--- src/rtl/axi_mst_pkg.sv ---
// Shared constants and types for the AXI3 master traffic initiator.
// Provides response/burst encodings, reference command and expect layouts
// at the default widths, and the AxSIZE helper.
package axi_mst_pkg;

  localparam logic [1:0] AXI_RESP_OKAY  = 2'b00;
  localparam logic [1:0] AXI_BURST_INCR = 2'b01;

  localparam int unsigned PKG_ADDR_W = 32;
  localparam int unsigned PKG_ID_W   = 4;

  // Layouts at the default widths. The initiator builds width-matched
  // equivalents from its own parameters for the internal queues.
  typedef struct packed {
    logic                  write;
    logic [PKG_ADDR_W-1:0] addr;
    logic [3:0]            len;
    logic [PKG_ID_W-1:0]   id;
  } cmd_t;

  typedef struct packed {
    logic [PKG_ID_W-1:0] id;
    logic [3:0]          len;
  } exp_t;

  // AxSIZE = log2(bytes per beat); data_w is a power-of-two multiple of 8.
  function automatic logic [2:0] axsize(input int unsigned data_w);
    logic [2:0] s;
    s = '0;
    for (int unsigned i = 0; i < 8; i++) begin
      if ((32'd8 << i) == data_w) s = 3'(i);
    end
    return s;
  endfunction

endpackage

--- src/rtl/axi_mst_fifo.sv ---
// Small synchronous FIFO with first-word-fall-through head.
// Ports: clk, srst (sync, active high), push/din, pop, full, empty, head.
// DEPTH must be a power of two >= 2 so the pointers wrap naturally.
// Push while full and pop while empty are ignored.
module axi_mst_fifo #(
  parameter int unsigned WIDTH = 8,
  parameter int unsigned DEPTH = 4
) (
  input  logic             clk,
  input  logic             srst,
  input  logic             push,
  input  logic [WIDTH-1:0] din,
  input  logic             pop,
  output logic             full,
  output logic             empty,
  output logic [WIDTH-1:0] head
);

  localparam int unsigned PW = (DEPTH > 1) ? $clog2(DEPTH) : 1;

  logic [WIDTH-1:0] mem [DEPTH];
  logic [PW-1:0]    wr_ptr;
  logic [PW-1:0]    rd_ptr;
  logic [PW:0]      count;
  logic             do_push;
  logic             do_pop;

  assign full    = (count == (PW+1)'(DEPTH));
  assign empty   = (count == '0);
  assign head    = mem[rd_ptr];
  assign do_push = push && !full;
  assign do_pop  = pop && !empty;

  always_ff @(posedge clk) begin
    if (do_push) mem[wr_ptr] <= din;
  end

  always_ff @(posedge clk) begin
    if (srst) begin
      wr_ptr <= '0;
      rd_ptr <= '0;
      count  <= '0;
    end else begin
      if (do_push) wr_ptr <= wr_ptr + PW'(1);
      if (do_pop)  rd_ptr <= rd_ptr + PW'(1);
      case ({do_push, do_pop})
        2'b10:   count <= count + (PW+1)'(1);
        2'b01:   count <= count - (PW+1)'(1);
        default: count <= count;
      endcase
    end
  end

endmodule

--- src/rtl/axi_mst_initiator.sv ---
// AXI3 master traffic initiator.
// Accepts burst commands (in_cmd_*), issues AW/W or AR with an
// address-derived data pattern, and checks B/R responses in issue order
// against expected ID, length and response code.
// Ports: aclk/srst; command handshake; AW, W, B, AR, R channels;
// completion counters out_wr_done_cnt/out_rd_done_cnt; sticky error flags.
module axi_mst_initiator
  import axi_mst_pkg::*;
#(
  parameter int unsigned AXI_ADDR_W   = 32,
  parameter int unsigned AXI_ID_W     = 4,
  parameter int unsigned AXI_DATA_W   = 32,
  parameter int unsigned MST_OSTD_NUM = 4,
  parameter int unsigned CNT_W        = 16
) (
  input  logic                    aclk,
  input  logic                    srst,
  input  logic                    in_cmd_valid,
  output logic                    out_cmd_ready,
  input  logic                    in_cmd_write,
  input  logic [AXI_ADDR_W-1:0]   in_cmd_addr,
  input  logic [3:0]              in_cmd_len,
  input  logic [AXI_ID_W-1:0]     in_cmd_id,
  output logic                    out_awvalid,
  input  logic                    in_awready,
  output logic [AXI_ADDR_W-1:0]   out_awaddr,
  output logic [3:0]              out_awlen,
  output logic [AXI_ID_W-1:0]     out_awid,
  output logic [2:0]              out_awsize,
  output logic [1:0]              out_awburst,
  output logic                    out_wvalid,
  input  logic                    in_wready,
  output logic [AXI_DATA_W-1:0]   out_wdata,
  output logic [AXI_DATA_W/8-1:0] out_wstrb,
  output logic                    out_wlast,
  output logic [AXI_ID_W-1:0]     out_wid,
  input  logic                    in_bvalid,
  output logic                    out_bready,
  input  logic [AXI_ID_W-1:0]     in_bid,
  input  logic [1:0]              in_bresp,
  output logic                    out_arvalid,
  input  logic                    in_arready,
  output logic [AXI_ADDR_W-1:0]   out_araddr,
  output logic [3:0]              out_arlen,
  output logic [AXI_ID_W-1:0]     out_arid,
  output logic [2:0]              out_arsize,
  output logic [1:0]              out_arburst,
  input  logic                    in_rvalid,
  output logic                    out_rready,
  input  logic [AXI_ID_W-1:0]     in_rid,
  input  logic [1:0]              in_rresp,
  input  logic [AXI_DATA_W-1:0]   in_rdata,
  input  logic                    in_rlast,
  output logic [CNT_W-1:0]        out_wr_done_cnt,
  output logic [CNT_W-1:0]        out_rd_done_cnt,
  output logic                    out_err_bresp,
  output logic                    out_err_bid,
  output logic                    out_err_rresp,
  output logic                    out_err_rid,
  output logic                    out_err_rlast
);

  localparam int unsigned BYTES = AXI_DATA_W / 8;
  localparam int unsigned OW    = $clog2(MST_OSTD_NUM) + 1;
  localparam int unsigned SUM_W = (AXI_ADDR_W > AXI_DATA_W) ? AXI_ADDR_W : AXI_DATA_W;
  localparam logic [2:0]  AXSZ  = axsize(AXI_DATA_W);

  typedef struct packed {
    logic [AXI_ID_W-1:0]   id;
    logic [3:0]            len;
    logic [AXI_ADDR_W-1:0] addr;
  } wq_ent_t;

  typedef struct packed {
    logic [AXI_ID_W-1:0] id;
    logic [3:0]          len;
  } rq_ent_t;

  logic                  aw_vld, ar_vld, resp_rdy;
  logic [AXI_ADDR_W-1:0] aw_addr, ar_addr;
  logic [3:0]            aw_len, ar_len, w_beat, r_beat;
  logic [AXI_ID_W-1:0]   aw_id, ar_id;
  logic [OW-1:0]         wr_ostd, rd_ostd;

  wq_ent_t             wq_head;
  rq_ent_t             rq_head;
  logic [AXI_ID_W-1:0] bq_head;
  logic                wq_full, wq_empty, bq_full, bq_empty, rq_full, rq_empty;

  logic cmd_ready_w, cmd_ready_r, cmd_fire;
  logic aw_fire, w_valid, w_last, w_fire, w_done, b_fire, b_pop;
  logic ar_fire, r_fire, r_end;
  logic [SUM_W-1:0] wsum;
  logic unused_sink;

  assign cmd_ready_w   = !aw_vld && (wr_ostd < OW'(MST_OSTD_NUM)) && !wq_full;
  assign cmd_ready_r   = !ar_vld && (rd_ostd < OW'(MST_OSTD_NUM)) && !rq_full;
  assign out_cmd_ready = in_cmd_write ? cmd_ready_w : cmd_ready_r;
  assign cmd_fire      = in_cmd_valid && out_cmd_ready;

  assign aw_fire = aw_vld && in_awready;
  assign ar_fire = ar_vld && in_arready;

  // The W queue only holds bursts whose AW has handshaken, so its head is
  // always the burst to stream. A full B-expect queue stalls W so the
  // wlast ID is never dropped.
  assign w_valid = !wq_empty && !bq_full;
  assign w_last  = (w_beat == wq_head.len);
  assign w_fire  = w_valid && in_wready;
  assign w_done  = w_fire && w_last;
  assign wsum    = SUM_W'(wq_head.addr) + SUM_W'(w_beat) * SUM_W'(BYTES);

  assign b_fire = in_bvalid && resp_rdy;
  assign b_pop  = b_fire && !bq_empty;
  assign r_fire = in_rvalid && resp_rdy;
  assign r_end  = r_fire && !rq_empty && in_rlast;

  // Read data is not checked; fold it into a sink to keep it visibly consumed.
  assign unused_sink = ^in_rdata;

  axi_mst_fifo #(.WIDTH($bits(wq_ent_t)), .DEPTH(MST_OSTD_NUM)) u_wq (
    .clk(aclk), .srst(srst), .push(aw_fire), .din({aw_id, aw_len, aw_addr}),
    .pop(w_done), .full(wq_full), .empty(wq_empty), .head(wq_head)
  );

  axi_mst_fifo #(.WIDTH(AXI_ID_W), .DEPTH(MST_OSTD_NUM)) u_bq (
    .clk(aclk), .srst(srst), .push(w_done), .din(wq_head.id),
    .pop(b_pop), .full(bq_full), .empty(bq_empty), .head(bq_head)
  );

  axi_mst_fifo #(.WIDTH($bits(rq_ent_t)), .DEPTH(MST_OSTD_NUM)) u_rq (
    .clk(aclk), .srst(srst), .push(ar_fire), .din({ar_id, ar_len}),
    .pop(r_end), .full(rq_full), .empty(rq_empty), .head(rq_head)
  );

  always_ff @(posedge aclk) begin
    if (srst) begin
      resp_rdy        <= 1'b0;
      aw_vld          <= 1'b0;
      aw_addr         <= '0;
      aw_len          <= '0;
      aw_id           <= '0;
      ar_vld          <= 1'b0;
      ar_addr         <= '0;
      ar_len          <= '0;
      ar_id           <= '0;
      wr_ostd         <= '0;
      rd_ostd         <= '0;
      w_beat          <= '0;
      r_beat          <= '0;
      out_wr_done_cnt <= '0;
      out_rd_done_cnt <= '0;
      out_err_bresp   <= 1'b0;
      out_err_bid     <= 1'b0;
      out_err_rresp   <= 1'b0;
      out_err_rid     <= 1'b0;
      out_err_rlast   <= 1'b0;
    end else begin
      resp_rdy <= 1'b1;

      if (aw_fire) aw_vld <= 1'b0;
      if (cmd_fire && in_cmd_write) begin
        aw_vld  <= 1'b1;
        aw_addr <= in_cmd_addr;
        aw_len  <= in_cmd_len;
        aw_id   <= in_cmd_id;
      end

      if (ar_fire) ar_vld <= 1'b0;
      if (cmd_fire && !in_cmd_write) begin
        ar_vld  <= 1'b1;
        ar_addr <= in_cmd_addr;
        ar_len  <= in_cmd_len;
        ar_id   <= in_cmd_id;
      end

      case ({aw_fire, b_pop})
        2'b10:   wr_ostd <= wr_ostd + OW'(1);
        2'b01:   wr_ostd <= wr_ostd - OW'(1);
        default: wr_ostd <= wr_ostd;
      endcase

      case ({ar_fire, r_end})
        2'b10:   rd_ostd <= rd_ostd + OW'(1);
        2'b01:   rd_ostd <= rd_ostd - OW'(1);
        default: rd_ostd <= rd_ostd;
      endcase

      if (w_fire) w_beat <= w_last ? 4'd0 : w_beat + 4'd1;

      if (b_fire) begin
        if (in_bresp != AXI_RESP_OKAY) out_err_bresp <= 1'b1;
        if (bq_empty || (in_bid != bq_head)) out_err_bid <= 1'b1;
      end
      if (b_pop) out_wr_done_cnt <= out_wr_done_cnt + CNT_W'(1);

      if (r_fire) begin
        if (in_rresp != AXI_RESP_OKAY) out_err_rresp <= 1'b1;
        if (rq_empty) begin
          out_err_rid <= 1'b1;
        end else begin
          if (in_rid != rq_head.id) out_err_rid <= 1'b1;
          // rlast must land exactly on the final beat; this flags both an
          // early rlast and a beat that should have been last but was not.
          if (in_rlast != (r_beat == rq_head.len)) out_err_rlast <= 1'b1;
          if (in_rlast) begin
            r_beat          <= '0;
            out_rd_done_cnt <= out_rd_done_cnt + CNT_W'(1);
          end else begin
            r_beat <= r_beat + 4'd1;
          end
        end
      end
    end
  end

  assign out_awvalid = aw_vld;
  assign out_awaddr  = aw_addr;
  assign out_awlen   = aw_len;
  assign out_awid    = aw_id;
  assign out_awsize  = AXSZ;
  assign out_awburst = AXI_BURST_INCR;

  assign out_wvalid = w_valid;
  assign out_wdata  = wsum[AXI_DATA_W-1:0];
  assign out_wstrb  = '1;
  assign out_wlast  = w_last;
  assign out_wid    = wq_head.id;

  assign out_arvalid = ar_vld;
  assign out_araddr  = ar_addr;
  assign out_arlen   = ar_len;
  assign out_arid    = ar_id;
  assign out_arsize  = AXSZ;
  assign out_arburst = AXI_BURST_INCR;

  assign out_bready = resp_rdy;
  assign out_rready = resp_rdy;

endmodule

--- config.mk ---
export PLATFORM = sky130hd
export DESIGN_NAME = axi_mst_initiator
export DESIGN_NICKNAME = d
export VERILOG_FILES = /design/src/rtl/axi_mst_pkg.sv /design/src/rtl/axi_mst_fifo.sv /design/src/rtl/axi_mst_initiator.sv
export SDC_FILE = /design/constraint.sdc
export NUM_CORES = 1
export LEC_CHECK = 0
export ABC_AREA = 1
export BUFFER_PORTS_ARGS = -buffer_cell sky130_fd_sc_hd__buf_2
export CELL_PAD_IN_SITES_DETAIL_PLACEMENT = 1
export CELL_PAD_IN_SITES_GLOBAL_PLACEMENT = 1
export CORE_MARGIN = 1.5
export CORE_UTILIZATION = 40
export DETAILED_ROUTE_END_ITERATION = 6
export PLACE_DENSITY_LB_ADDON = 0.2
export REMOVE_ABC_BUFFERS = 1
export SKIP_CTS_REPAIR_TIMING = 1
export SYNTH_ARGS = -nofsm -noshare
export SYNTH_HDL_FRONTEND = slang
export SYNTH_SLANG_ARGS = --single-unit
--- constraint.sdc ---
create_clock -name aclk -period 4.35 [get_ports aclk]
set_clock_uncertainty 0.15 [all_clocks]
set_input_delay 0.87 -clock aclk [delete_from_list [all_inputs] [get_ports aclk]]
set_output_delay 0.87 -clock aclk [all_outputs]
set_load 0.05 [all_outputs]
Word-level counts from Yosys, hierarchy flattened
Memories as Yosys holds them, arrays and structs flattened. A register that Yosys moved wholly into a read port is not among the register bits.
Index checks and enable logic that the tools add are counted.
- logic and storage cells: 154
- RAM bits: 208
- memories: 3
- output and inout bits: 174
- flip-flop bits (word level): 155
- memory list (name ; depth ; bits a word ; read ports ; clocked after Yosys merged registers in ; wr ports ; RTL line ; source):
    u_wq.mem ; 4 ; 40 ; 1 ; 1 ; 1 ; axi_mst_fifo.sv:21 ; logic [WIDTH-1:0] mem [DEPTH];
    u_rq.mem ; 4 ; 8 ; 1 ; 1 ; 1 ; axi_mst_fifo.sv:21 ;
    u_bq.mem ; 4 ; 4 ; 1 ; 1 ; 1 ; axi_mst_fifo.sv:21 ;
- bitwise logic cells: 1
- add/subtract/negate cells: 21
- equality and inequality tests: 18
- multiplexer cells: 27
- reductions and logical operators: 53
- $lt $le $gt $ge: 2
- operators by type and width (cell ; number):
    $add 16x1->16 const B ; 2
    $add 32x6->32 ; 1
    $pmux 3 s2 ; 5
    $logic_and 1x1->1 ; 23
    $reduce_bool 2->1 ; 10
    $add 3x1->3 const B ; 5
    $sub 3x1->3 const B ; 5
    $mux 1 ; 14
    $add 2x1->2 const B ; 6
    $mux 2 ; 6
    $eq 2x1->1 const B ; 5
    $eq 2x2->1 const B ; 5
    $reduce_and 2->1 ; 5
    $eq 3x3->1 const B ; 3
    $logic_not 1->1 ; 9
    $logic_not 3->1 ; 3
    $add 4x1->4 const B ; 2
    $eq 4x4->1 ; 2
    $mux 4 ; 2
    $ne 4x4->1 ; 2
    $lt 3x3->1 const B ; 2
    $reduce_and 3->1 ; 2
    $logic_or 1x1->1 ; 1
    $ne 1x1->1 ; 1
    $not 1->1 ; 1

Depth between registers and ports, before layout
Gate-level depths: netlist of run 1.
- word-level depth: 8
- depth in mapped cells: 18
- depth with buffers taken out: 16

Cells and area by module
A second synthesis of run 1 with hierarchy kept.
- cell total of the unflattened synthesis: 1661
- area, all modules: 16055.4 um^2
- by module, submodules not included (module ; instances ; area an instance (um^2) ; cells an instance ; sequential area each (um^2)):
    axi_mst_initiator ; 1 ; 6705.2 ; 949 ; 2682.6
    axi_mst_fifo at u_wq ; 1 ; 6556.3 ; 457 ; 4984.8
    axi_mst_fifo at u_rq ; 1 ; 1691.6 ; 146 ; 1141.1
    axi_mst_fifo at u_bq ; 1 ; 1102.3 ; 109 ; 660.6

Least setup slack after synthesis of run 1
No wires, ideal clock.
- path kind: register to output
- from: register with a tool-made name
- to: output out_wdata[28]
- cell stages (with the launch flop): 16
- data arrival time: 3.253 ns
- buffers on the path: 3
- slack: 0.077 ns
- cells stage by stage: dfxtp_1 buf_2 buf_2 clkbuf_1 o21ai_0 o22ai_1 ha_1 inv_1 fa_1 inv_1 a31oi_1 inv_1 nand2_2 nor2_4 nand3_1 xnor2_1
- RTL lines (element ; RTL line ; source):
    end, declared ; axi_mst_initiator.sv:33 ; output logic [AXI_DATA_W-1:0] out_wdata,

==> results of run 1 <==
==> power breakdown <==
group | switching (mW) | leakage (nW) | internal, mW
registers | 0.0835 | 3.23 | 3.78
logic | 0.525 | 3.82 | 0.153
clock network | 1.36 | 0.611 | 1.85
==> per-layer routing <==
layer  GRT usage  routed length [µm]  vias up
met1       0.261               18500     5952
met2       0.355               20400      202
met5           0                   0        -
met4      0.0561                 869        0
li1            -                   -     6015
met3      0.0434                1920       51
==> cells by family after synthesis <==
family                     after synthesis  share of synthesized area
xor gates and xnor gates                36                     0.0199
buffers and inverters                  305                     0.0807
DFF                                    369                      0.597
and+or+nand+nor                        634                      0.169
AOI/OAI and AO/OA                      321                      0.105
adders and majority gates               31                     0.0273
other                                    2                   0.000473
muxes                                    1                   0.000631
==> per-stage QoR <==
step	worst slack (ns)	hold WS, ns	std cells	TNS [ns]	power (mW)
global placement	0.445	0.277	2388	0	4.60
finish	0.163	0.294	2462	0	7.75
global route	-0.0177	0.319	2462	-0.0210	8.03
CTS	-0.300	0.296	2461	-2.04	7.85
detailed placement	0.295	0.287	2388	0	4.62
floorplan	-1.20	0.267	1632	-27.81	4.40
==> cells in the mapped netlist (2+ instances only) <==
cell / n / area [µm²]
inv_1: 214 / 803
nor2_2: 7 / 43.8
buf_1: 2 / 7.51
ha_1: 25 / 313
inv_2: 8 / 30.0
clkbuf_1: 40 / 150
buf_6: 6 / 67.6
a21oi_1: 144 / 721
nor3_1: 16 / 80.1
xor2_1: 21 / 184
a31oi_1: 2 / 12.5
clkinv_1: 4 / 15.0
nand3b_1: 6 / 45.0
nor2_4: 3 / 33.8
nand3_2: 2 / 20.0
nor3_2: 2 / 20.0
nand2_1: 345 / 1290
edfxtp_1: 208 / 6250
a211oi_1: 2 / 15.0
nand2_2: 5 / 31.3
nand4_1: 6 / 37.5
nor2_1: 130 / 488
o21ai_0: 146 / 731
conb_1: 2 / 7.51
xnor2_1: 15 / 131
o22ai_1: 10 / 62.6
buf_4: 21 / 158
o21ai_1: 2 / 10.0
o21bai_1: 2 / 15.0
buf_2: 10 / 50.1
o211ai_1: 8 / 60.1
fa_1: 6 / 120
nand3_1: 105 / 526
dfxtp_1: 161 / 3220
==> layout by cell type, fill, tap and decap left out, drive strengths merged, types with 19 or more instances in the layout <==
master | synthesis | final
nand2 | 350 | 350
clkbuf | 40 | 64
nor3 | 19 | 19
a21oi | 145 | 145
nand3 | 107 | 107
xor2 | 21 | 21
nor2 | 140 | 140
buf | 39 | 236
o21ai | 149 | 149
inv | 222 | 222
dfxtp | 161 | 161
edfxtp | 208 | 208
ha | 25 | 25
==> worst min path at each step <==
stage                             endpoint  slack (ns)  depth (start not counted)                        start
2_1_floorplan                         flop        0.27                          1  u_rq.rd_ptr[1]$_SDFFE_PP0P_
3_3_place_gp                          flop        0.28                          1  u_rq.rd_ptr[1]$_SDFFE_PP0P_
3_5_place_dp   out_araddr[29]$_SDFFE_PP0P_        0.29                          2  out_araddr[29]$_SDFFE_PP0P_
4_1_cts        out_araddr[29]$_SDFFE_PP0P_        0.30                          2  out_araddr[29]$_SDFFE_PP0P_
5_1_grt        out_araddr[25]$_SDFFE_PP0P_        0.32                          2  out_araddr[25]$_SDFFE_PP0P_
6_report       out_araddr[25]$_SDFFE_PP0P_        0.29                          2  out_araddr[25]$_SDFFE_PP0P_
==> sequential cells by signal (all words and copies together), names as in the netlist, 3 cells and up, named ones only <==
register	cells
out_wr_done_cnt	16
u_wq.mem	160
out_arlen	4
rd_ostd	3
wr_ostd	3
out_arid	4
r_beat	4
out_awaddr	32
u_rq.count	3
w_beat	4
out_rd_done_cnt	16
u_bq.count	3
out_awlen	4
u_wq.count	3
u_rq.mem	32
out_araddr	32
u_bq.mem	16
out_awid	4
==> cell type report <==
class / count / share of cell area
sequential: 369 / 0.505
multi-input combinational: 1037 / 0.280
timing repair buffer: 239 / 0.0698
clock buffer: 61 / 0.0624
inverter: 226 / 0.0457
tap: 518 / 0.0345
clock inverter: 12 / 0.00300
==> worst register-to-register path: stages (launching register included) <==
cell     delay, ns
dfxtp_4       0.44
inv_4         0.10
buf_4         0.20
nand2_1       0.07
nand3_1       0.11
nand2_1       0.10
nand2_1       0.05
nand2_1       0.07
nor2_1        0.08
nand3_2       0.09
buf_4         0.21
ha_1          0.17
inv_1         0.07
fa_1          0.44
a21oi_1       0.16
o21ai_0       0.12
o21ai_0       0.18
a21oi_1       0.06
==> results.cfg, run 1 <==
[run_status]
status = complete, no violations

[timing]
drv_slew = 0
finalSetupViolCount = 0
period_needed_ns = 4.19
slew_headroom = 0.391
hold_viol_final = 0
worstMarginPinSlew_ns = 0.913
rsz0062_at_grt = true
finalCritPeriodShare = 0.963
fmax_mhz = 239

[critical_path]
r2r_end = u_bq.count[2]$_SDFFE_PP0P_
r2r_cells = 17
critPathSlowestCell = dfxtp_4
crit_type = reg2out
crit_end = out_wdata[25]
r2r_slack_ns = 1.40
worst_ep_required_time_ns = 3.33
cpMostUsedCell = nand2_1
start_kind = flop
slowest_delay_ns = 0.44
cp.depth = 13
endpoint_kind = output port
worstPathCellList = inv_4, o21ai_0, o22ai_1, ha_1, a21oi_1, nand2_1, nand2_1, nand2_1, nand2_4, nor3_2, nand3_1, xor2_1, buf_2
crit_arrival_ns = 3.17
cp_max_fo = 13
cp.buffers_inverters = 2
critical_path.top_delay_family = simple AND/OR/NAND/NOR gates

[clock_network]
clock_tree.root_cell = clkbuf_16
cts_htree_levels = 2
clk_latency_ns = 0.55
cts-buffers-inserted = 41
path_clk_slew_ns = 0.06
numClockSinks = 369
cts_tree = yes
cts.path.max_buffers = 3

[synth]
synth_cell_types = 47
async_reset_ff_frac = 0
syn_area_mm2 = 0.0159
synth_ff_type = edfxtp_1
synth_edf_count = 208
synth_cells = 1699
yosysWarnings = 0
synth.ff_latch_count = 369
avgSynthCellArea_um2 = 9.34
seq_area_frac_synth = 0.597

[pwr]
power_density_mw_per_mm2 = 413
leakagePower_nw = 7.66
max-vdd-ir-drop_mv = 0.224

[routing]
num_vias = 12200
drc = 0
drt_wl_total_mm = 41.6
post_drt_wl_per_cell_um = 16.9
antenna_left = 0
first_pass_iters = 4
avgViaCountPerCell = 4.96
drtIter0Drc = 443

[finish]
regArea_mm2 = 0.00947
syn_to_final_growth_pct = 18.3
num_antenna_cells = 0
fin_util = 0.482
layout.nets = 2039
design_area_mm2 = 0.0188
nFillCells = 4545
drive_above_1_share = 0.175
multiInputGateArea_mm2 = 0.00525

[die]
core.rowCount = 72
dieArea_mm2 = 0.0409
core_area_mm2 = 0.0389
die_x_um = 202
io_pins = 268
die_h_um = 202
start_util = 0.408

[global_route]
grt_usage = 0.206
grt_first_pass_wirelength_mm = 66.5
grt-ovfl-total = 0
grt_max_degree = 127
antenna_found_initial = 1
grt_pass1_vias = 12700

[placed_design]
dpl.hpwl_mm = 28.4
gp_congestion = 0.818
portBuffers = 221
placed_cell_area_mm2 = 0.0175

[worst_hold_path]
hold_class = reg2reg

[flow_run]
maxCapViolCount = 0
No activity file was read; power rests on OpenSTA's default activity.
==> run 2, diff against run 1 <==
--- a/config.mk
+++ b/config.mk
@@ -11,6 +11,7 @@
 export CELL_PAD_IN_SITES_GLOBAL_PLACEMENT = 1
 export CORE_MARGIN = 1.5
 export CORE_UTILIZATION = 40
+export CTS_BUF_LIST = sky130_fd_sc_hd__clkbuf_4
 export DETAILED_ROUTE_END_ITERATION = 6
 export PLACE_DENSITY_LB_ADDON = 0.2
 export REMOVE_ABC_BUFFERS = 1
==> results.cfg, run 2 (same netlist as run 1, synthesis figures left out) <==
[timing]
rsz0062_at_grt = true
fmax_mhz = 238
period_needed_ns = 4.20
drv_slew = 0
worstMarginPinSlew_ns = 0.909
fin_hold_ws_ns = 0.234
finalCritPeriodShare = 0.967
hold_viol_final = 0
finalSetupViolCount = 0
slew_headroom = 0.394
worst_slack_ns = 0.145

[die]
core_area_mm2 = 0.0389
die_x_um = 202
dieArea_mm2 = 0.0409
start_util = 0.408
die_h_um = 202
io_pins = 268
core.rowCount = 72

[placed_design]
portBuffers = 221
dp_slack_ns = 0.295
dpl.hpwl_mm = 28.4
gp_congestion = 0.818
dp.cells = 2388

[clock_network]
clk_latency_ns = 0.78
numClockSinks = 369
cts_htree_levels = 3
cts-buffers-inserted = 100
clock_tree.root_cell = clkbuf_4
path_clk_slew_ns = 0.07
cts_tree = yes
cts.path.max_buffers = 3

[flow_run]
maxCapViolCount = 0

[critical_path]
crit_type = reg2out
r2r_end = u_wq.count[2]$_SDFFE_PP0P_
endpoint_kind = output port
worstPathCellList = buf_6, nand2_1, a32oi_2, inv_1, fa_2, inv_2, a31oi_4, inv_2, nand2_4, nor2_4, nand2_2, o21ai_1, inv_1, nor2_2, buf_6
critPathSlowestCell = dfxtp_4
r2r_slack_ns = 1.19
r2r_cells = 18
start_kind = flop
worst_ep_required_time_ns = 3.33
crit_arrival_ns = 3.18
cp_max_fo = 8
slowest_delay_ns = 0.44

[pwr]
seq_power_share = 0.499
fin_total_pwr_mw = 7.74
max-vdd-ir-drop_mv = 0.188
power.switching_mw = 2.09
clock_power_share = 0.412
p_int_mw = 5.65
switching_share = 0.270
p_comb_frac = 0.089
power_density_mw_per_mm2 = 403
leakagePower_nw = 7.99

[routing]
drt_wl_total_mm = 42.8
num_vias = 12700
post_drt_wl_per_cell_um = 16.5
avgViaCountPerCell = 4.90
first_pass_iters = 4
drtIter0Drc = 396
antenna_left = 0
drc = 0

[run_status]
status = complete, no violations

[global_route]
grt_first_pass_wirelength_mm = 67.9
grt_max_degree = 127
antenna_found_initial = 2
grt_usage = 0.210
grt_pass1_vias = 13300
grt-ovfl-total = 0

[finish]
largest_reg_flops = 160
final_cells = 2593
nFillCells = 4594
syn_to_final_growth_pct = 21.3
drive_above_1_share = 0.234
layout_commonest_cell = nand2_1
largest_register = u_wq.mem
layout.nets = 2112
fin_util = 0.494
mostFrequentLayoutCells = 339 x nand2_1, 211 x inv_1, 208 x edfxtp_1

[worst_hold_path]
hold_class = in2reg
min_from = in_cmd_addr[9]
whs_path_depth = 3
hold_end = out_awaddr[9]$_SDFFE_PP0P_
## run 2: changes by cell type in the layout (fill, tap and decap cells not counted), sizes merged
cell and change:
bufinv +3, buf +15, clkbuf +82, inv +1, diode +2, clkinv +28
## run 2: worst max-delay path by stage
stage / startpoint / to / slack, ns / cells after the start
after CTS: flop / out_wdata[24] / -0.58 / 12
after floorplan: flop / out_wdata[16] / -1.20 / 13
after global placement: flop / out_wdata[24] / 0.45 / 13
after detailed placement: flop / out_wdata[24] / 0.30 / 12
after global routing: flop / out_wdata[22] / -0.11 / 15
final: flop / out_wdata[22] / 0.15 / 15
## run 2: area by class of cell
type	count	area (µm²)	area share
multi-input combinational	1037	5410	0.281
sequential	369	9480	0.493
timing repair buffer	252	1490	0.0775
timing repair inverter	1	6.26	0.000325
clock buffer	145	1090	0.0566
inverter	226	870	0.0452
clock inverter	43	250	0.0130
antenna	2	5.00	0.000260
tap	518	648	0.0337
## run 2: through the flow
| stage | cell area [µm²] | setup TNS [ns] |
|---|---|---|
| CTS | 18800 | -8.68 |
| finish | 19200 | 0 |
| global placement | 17500 | 0 |
| detailed placement | 17500 | 0 |
| floorplan | 15500 | -27.81 |
| global route | 19200 | -0.384 |
## run 2: per-layer routing
| layer | wire, µm | vias up | GRT usage |
|---|---|---|---|
| li1 | - | 6226 | - |
| met1 | 18700 | 6129 | 0.257 |
| met2 | 21000 | 270 | 0.359 |
| met3 | 2120 | 87 | 0.0522 |
| met4 | 1030 | 0 | 0.0770 |
| met5 | 0 | - | 0 |
## run 2: critical path: cells and delay by family (launching register included)
| family | cells | cell delay [ns] |
|---|---|---|
| AND/OR/NAND/NOR | 5 | 0.50 |
| adder cells (fa/ha/maj) | 1 | 0.36 |
| AO/OA/AOI/OAI | 3 | 0.47 |
| buffers and inverters | 6 | 0.64 |
| flip-flops | 1 | 0.44 |
## run 2: power by group through the flow
stage | clock network [mW] | registers, mW | logic [mW]
6_report | 3.19 | 3.86 | 0.689
5_1_grt | 3.49 | 3.88 | 0.742
4_1_cts | 3.31 | 3.87 | 0.683
3_5_place_dp | 0 | 3.94 | 0.681
3_3_place_gp | 0 | 3.93 | 0.668
2_1_floorplan | 0 | 4.13 | 0.266
